--- config.mk ---
export PLATFORM = sky130hd
export DESIGN_NAME = ifetch_unit
export DESIGN_NICKNAME = d
export VERILOG_FILES = /design/src/rtl/ifetch_unit.sv
export SDC_FILE = /design/constraint.sdc
export NUM_CORES = 1
export LEC_CHECK = 0
export ABC_AREA = 1
export BUFFER_PORTS_ARGS = -buffer_cell sky130_fd_sc_hd__buf_2
export CAP_MARGIN = 20
export CORE_MARGIN = 1
export CORE_UTILIZATION = 47
export DETAILED_ROUTE_END_ITERATION = 10
export PLACE_DENSITY = 0.81
export SLEW_MARGIN = 0
export SYNTH_ARGS = -nofsm -noshare
export SYNTH_HDL_FRONTEND = slang
export SYNTH_SLANG_ARGS = --single-unit
--- constraint.sdc ---
create_clock -name clk -period 1.7 [get_ports clk]
set_clock_uncertainty 0.2 [all_clocks]
set_input_delay 0.34 -clock clk [delete_from_list [all_inputs] [get_ports clk]]
set_output_delay 0.34 -clock clk [all_outputs]
set_load 0.02 [all_outputs]
--- src/rtl/ifetch_unit.sv ---
// ifetch_unit: instruction-fetch stage between the PC register and decode.
// Issues one memory request at a time over req/ack. Fetched instructions are
// buffered with their addresses in a small FIFO toward decode. A redirect
// flushes the buffer and restarts fetch at a new address.
module ifetch_unit #(
   parameter int DEPTH = 2
) (
   input  logic        clk,
   input  logic        reset,
   input  logic [31:0] pc,
   output logic [31:0] pc_next,
   output logic        imem_req,
   output logic [31:0] imem_addr,
   input  logic        imem_ack,
   input  logic [31:0] imem_rdata,
   input  logic        redirect,
   input  logic [31:0] redirect_pc,
   output logic        if_valid,
   input  logic        if_ready,
   output logic [31:0] if_instr,
   output logic [31:0] if_pc
);

   localparam int PTR_W = $clog2(DEPTH);
   localparam int CNT_W = PTR_W + 1;
   localparam logic [CNT_W-1:0] DEPTH_C = CNT_W'(DEPTH);

   // DROP: a redirect arrived while a request was outstanding; the request
   // is kept alive until the memory acks, and its data is thrown away.
   typedef enum logic [1:0] {
      IDLE,
      BUSY,
      DROP
   } state_t;

   state_t            state_q, state_d;
   logic [31:0]       req_addr_q, req_addr_d;
   logic [CNT_W-1:0]  count_q, count_d;
   logic [PTR_W-1:0]  rd_ptr_q, rd_ptr_d;
   logic [PTR_W-1:0]  wr_ptr_q, wr_ptr_d;
   logic [31:0]       buf_instr_q [DEPTH];
   logic [31:0]       buf_instr_d [DEPTH];
   logic [31:0]       buf_pc_q [DEPTH];
   logic [31:0]       buf_pc_d [DEPTH];
   logic              push;
   logic              pop;

   // Fetch FSM: next state, request capture and push decision.
   always_comb begin
      state_d    = state_q;
      req_addr_d = req_addr_q;
      push       = 1'b0;
      imem_req   = 1'b0;
      case (state_q)
         IDLE: begin
            // Registered count gates issue, so a push can never hit a full buffer.
            if (!redirect && (count_q < DEPTH_C)) begin
               req_addr_d = pc;
               state_d    = BUSY;
            end
         end
         BUSY: begin
            imem_req = 1'b1;
            if (imem_ack) begin
               push    = !redirect;
               state_d = IDLE;
            end else if (redirect) begin
               state_d = DROP;
            end
         end
         DROP: begin
            imem_req = 1'b1;
            if (imem_ack) begin
               state_d = IDLE;
            end
         end
         default: state_d = IDLE;
      endcase
   end

   assign imem_addr = req_addr_q;

   // Next PC: redirect wins, then sequential advance on a live ack, else hold.
   always_comb begin
      if (redirect) begin
         pc_next = redirect_pc;
      end else if ((state_q == BUSY) && imem_ack) begin
         pc_next = req_addr_q + 32'd4;
      end else begin
         pc_next = pc;
      end
   end

   assign if_valid = (count_q != '0);
   assign pop      = if_valid && if_ready;
   assign if_instr = if_valid ? buf_instr_q[rd_ptr_q] : 32'd0;
   assign if_pc    = if_valid ? buf_pc_q[rd_ptr_q] : 32'd0;

   // FIFO bookkeeping; a redirect flushes everything and drops the same-cycle push.
   always_comb begin
      rd_ptr_d = rd_ptr_q;
      wr_ptr_d = wr_ptr_q;
      count_d  = count_q;
      if (redirect) begin
         rd_ptr_d = '0;
         wr_ptr_d = '0;
         count_d  = '0;
      end else begin
         if (pop) begin
            rd_ptr_d = rd_ptr_q + 1'b1;
         end
         if (push) begin
            wr_ptr_d = wr_ptr_q + 1'b1;
         end
         if (push && !pop) begin
            count_d = count_q + 1'b1;
         end else if (!push && pop) begin
            count_d = count_q - 1'b1;
         end
      end
   end

   // FIFO storage write: only the slot at the write pointer changes.
   always_comb begin
      buf_instr_d = buf_instr_q;
      buf_pc_d    = buf_pc_q;
      if (push) begin
         buf_instr_d[wr_ptr_q] = imem_rdata;
         buf_pc_d[wr_ptr_q]    = req_addr_q;
      end
   end

   // State register with synchronous reset.
   always_ff @(posedge clk) begin
      if (reset) begin
         state_q    <= IDLE;
         req_addr_q <= '0;
         count_q    <= '0;
         rd_ptr_q   <= '0;
         wr_ptr_q   <= '0;
         for (int i = 0; i < DEPTH; i++) begin
            buf_instr_q[i] <= '0;
            buf_pc_q[i]    <= '0;
         end
      end else begin
         state_q     <= state_d;
         req_addr_q  <= req_addr_d;
         count_q     <= count_d;
         rd_ptr_q    <= rd_ptr_d;
         wr_ptr_q    <= wr_ptr_d;
         buf_instr_q <= buf_instr_d;
         buf_pc_q    <= buf_pc_d;
      end
   end

endmodule

==> results.cfg, run 1 <==
[sta]
worst_endpoint = pc_next[21]
worstEpCategory = primary output

[floorplan]
io_pins = 231
start_util_pct = 48.56
die_h_um = 133.6
rows = 47
die_width_um = 133.6

[synth]
synthTopCellsByArea = dfxtp_1 (41%), o21ai_0 (13%), a21oi_1 (12%)
synth_top_area_cell = dfxtp_1
yosysMostFrequentCell = o21ai_0
avgSynthCellArea_sq_um = 6.726
synth_area_sq_mm = 0.008139
synthArstFlopShare_pct = 0
synth_top_area_share_pct = 40.83
postSynthCellCount = 1210
synthFlopType = dfxtp_1
synth_cell_type_count = 31
ys_warn_count = 0
synth_nets = 1317
synth_seq_area_share_pct = 40.83
ys_ff_latch = 166
yosys-top-cells-count = o21ai_0 (213), a21oi_1 (188), nand2_1 (181), nor2_1 (169), dfxtp_1 (166)
synth_enable_flop_cells = 0

[placed_design]
post-place-ws_ns = -0.2884
globalplace.congestion = 0.8984
dp_hpwl_mm = 18.32
io_buffers = 230
dp.cells = 1683

[global_routing]
grt_max_degree = 51
grt_overflow = 25
antenna_found_initial = 5
grtUsageTotal_pct = 75.85

[cts]
cts-root-buf = clkbuf_16
htreeDepth = 4
clockBufferDepth = 2
cts_made_buffers = 17
cts_sinks = 166

[status]
status = aborted with a tool error
error_line = [ERROR GRT-0232] Routing congestion too high. Check the congestion heatmap in the GUI.
stop_stage = 5_1_grt
[per-layer routing]
layer  GRT usage, %  overflow
met1          72.88         1
met2          94.68        13
met3          59.70         0
met4          83.08        11
met5          15.83         0
[cells by family after synthesis]
family	after synthesis	synth area share, %
AO/OA/AOI/OAI	442	27.35
flip-flops	166	40.83
adder cells (fa/ha/maj)	6	0.9223
buffers and inverters	187	9.761
XOR/XNOR	5	0.5381
AND/OR/NAND/NOR	404	20.60
[through the flow]
| step | util [%] | instance area, sq um |
|---|---|---|
| detailed placement | 64.35 | 10790 |
| floorplan | - | 8743 |
| CTS | 81.27 | 13620 |
| global placement | 64.35 | 10790 |
[timing repair]
action,CTS
pin swaps,37
cloned,17
resized for setup,411
setup buffers,31
endpoints found under the hold margin,49
endpoints found under the setup margin,229
hold buffers,43
==> run 2, diff against run 1 <==
- CORE_UTILIZATION: 47 -> 40
- PLACE_DENSITY: 0.81 -> not set
- PLACE_DENSITY_LB_ADDON: not set -> 0.15
- clock period: 1.7 -> 2.2 ns (I/O delays scaled with it)
==> run 2 against run 1 <==
Net effect:
- the flow now finishes, with violations (negative setup slack)
- synthesized cell count stayed put
- synthesized area stayed put
==> results.cfg, run 2 <==
[status]
status = finished, violations left
violations = negative setup slack

[layout]
drive_above_1_share_pct = 41.40
final_common_cell = nand2_1
layout-area-overhead-vs-synth_pct = 59.52
layout.nets = 1599
fin_util_pct = 65.85
antenna_cells = 0
postLayoutCellArea_sq_mm = 0.01298
fillers = 1698
final_cell_mix = nand2_1 (153), nor2_1 (149), buf_2 (140)

[synth]
synth_area_sq_mm = 0.008139
synthXorXnorAreaFrac_pct = 0.5380
yosys-top-cells-count = o21ai_0 (213), a21oi_1 (188), nand2_1 (181), nor2_1 (169), dfxtp_1 (166)
synth-adder-area-share_pct = 0.9224
synthSimpleGateAreaFrac_pct = 20.60
synthFlopType = dfxtp_1
yosysMostFrequentCell = o21ai_0
synth_top_area_cell = dfxtp_1
synth_top_area_share_pct = 40.83
synth_top_family_by_area = compound AO/OA/AOI/OAI gates
synth_enable_flop_cells = 0
synth.area.mux_share_pct = 0
synth_nets = 1317
synth-compound-area-share_pct = 27.35
ys_ff_latch = 166
synth_cell_type_count = 31
synth_seq_area_share_pct = 40.83
ys_warn_count = 0
synthTopCellsByArea = dfxtp_1 (41%), o21ai_0 (13%), a21oi_1 (12%)
postSynthCellCount = 1210
avgSynthCellArea_sq_um = 6.726
synthArstFlopShare_pct = 0

[sta]
fmax_mhz = 395.5
slew_headroom_pct = 64.02
worst_slack_ns = -0.3282
fin_crit_ns = 2.528
hold_ws_ns = 0.06046
worstMarginPinSlew_ns = 0.5392
setup_tns_ns = -8.156
finalSetupViolCount = 32
hold_viol = 0
maxSlewViolCount = 0
finalCritPeriodShare_pct = 114.9
grt_setup_unrepaired = yes

[min_path]
hp-class = input port to register

[pwr]
intPower_uw = 6851
pwr-share-comb_pct = 35.6
p_clk_share_pct = 29.4
peakVddDrop_uv = 462.0
p_total_uw = 10750
switching_power_uw = 3896
p_leak_uw = 0.005236
powerDensity_mw_per_mm2 = 827.7
seq_power_share_pct = 35.0
sw_frac_of_total_pct = 36.25

[routing]
drt-initial-drc-count = 440
wl_mm = 29.29
ant_nets = 0
drc = 0
via_count = 9113
dr.pass1.iters = 4
wl_per_cell_um = 16.55
viasPerCell = 5.149

[critical_path]
critPathCaptureType = primary output
worstSetupPathType = register to primary output
r2r_slack_ns = 0.04
critical_path.max_fanout = 4
r2r_start = state_q[1]
startpoint = imem_addr[3]
worstPathArrival_ns = 1.89
cp-start-kind = register
cp_data_required_time_ns = 1.56
r2r_cells = 10
r2r_end = buf_pc_q[3]
crit_path_end = pc_next[11]

[cts]
cts_tree = done
cts-hold-fix-buffers = 0
clockBufferDepth = 2
htreeDepth = 4
clk_pin_slew_ns = 0.07
cts_sinks = 166
cts-root-buf = clkbuf_16
cts_made_buffers = 17
clkLatencyLatePin_ns = 0.42

[floorplan]
die_width_um = 144.6
io_pins = 231
core_sq_mm = 0.01972
die_h_um = 144.6
rows = 51
start_util_pct = 41.28
die_area_sq_mm = 0.02092

[run]
cap_violations = 0

[global_routing]
grt_pass1_wl_mm = 41.88
grtUsageTotal_pct = 26.07
antenna_found_initial = 0
grt_max_degree = 102
grt_overflow = 0
grt_pass1_vias = 7976

[placed_design]
io_buffers = 230
dp_hpwl_mm = 17.12
globalplace.congestion = 0.8786
place_area_sq_mm = 0.009918
==> run 2: cell families after synthesis <==
kind of cell / count (synthesis)
compound gates: 442
buf+inv: 187
xor+xnor: 5
simple gates: 404
fa+ha+maj: 6
flops: 166
==> run 2: area by class of cell <==
cell class | count | area [sq um] | area share [%]
multi-input cells | 857 | 5101 | 39.29
flip-flops and latches | 166 | 3372 | 25.97
repair buffers | 346 | 3146 | 24.23
clock buffers | 19 | 452.9 | 3.488
inverters | 104 | 411.6 | 3.170
well taps | 265 | 331.6 | 2.554
clock inverters | 13 | 168.9 | 1.301
==> run 2: worst min-delay path by stage <==
stage	startpoint	endpoint	cells past startpoint
floorplan	buf_instr_q[24]	buf_instr_q[24]	2
global placement	buf_pc_q[26]	buf_pc_q[26]	2
detailed placement	buf_instr_q[2]	buf_instr_q[2]	2
CTS	imem_rdata[7]	buf_instr_q[39]	3
global route	imem_rdata[22]	buf_instr_q[54]	3
finish	imem_rdata[7]	buf_instr_q[39]	3
==> run 2: power by group through the flow <==
stage          registers (uW)  clock network, uW  logic (uW)
3_3_place_gp             3680                  0        2840
3_5_place_dp             3690                  0        2860
4_1_cts                  3680               3210        3550
2_1_floorplan            3880                  0        1440
6_report                 3760               3160        3820
5_1_grt                  3800               3340        4110
==> run 2: routing by layer <==
layer	wire, um	vias to the layer above	GRT usage [%]	share of wire, %
li1	-	4562	-	-
met1	13090	4215	34.77	45
met2	14080	295	41.73	48
met4	615	0	8.698	2.1
met5	0	-	0	0
met3	1501	41	5.298	5.1
==> run 2: through the flow <==
step,cells,setup WS [ns]
finish,1770,-0.3282
global route,1770,-0.4324
global placement,1687,0.03075
floorplan,1210,-0.02889
detailed placement,1687,-0.001312
CTS,1750,-0.3475
==> run 2: timing repair <==
item | 4_1_cts | 5_1_grt
resized for setup | 280 | 261
cloned | 13 | 13
setup endpoints to repair | 96 | 97
setup buffers | 19 | 15
pin swaps | 28 | 47
==> run 2: worst max-delay path: stages, from the launching register on <==
cell and delay [ns]:
dfxtp_2 0.37, buf_6 0.12, nand2_4 0.05, nor2_4 0.15
nand2_4 0.11, buf_6 0.15, o21bai_1 0.12, nand3_1 0.12
a21oi_1 0.14, buf_4 0.15
Note: power is estimated with default switching activity, not from simulation.
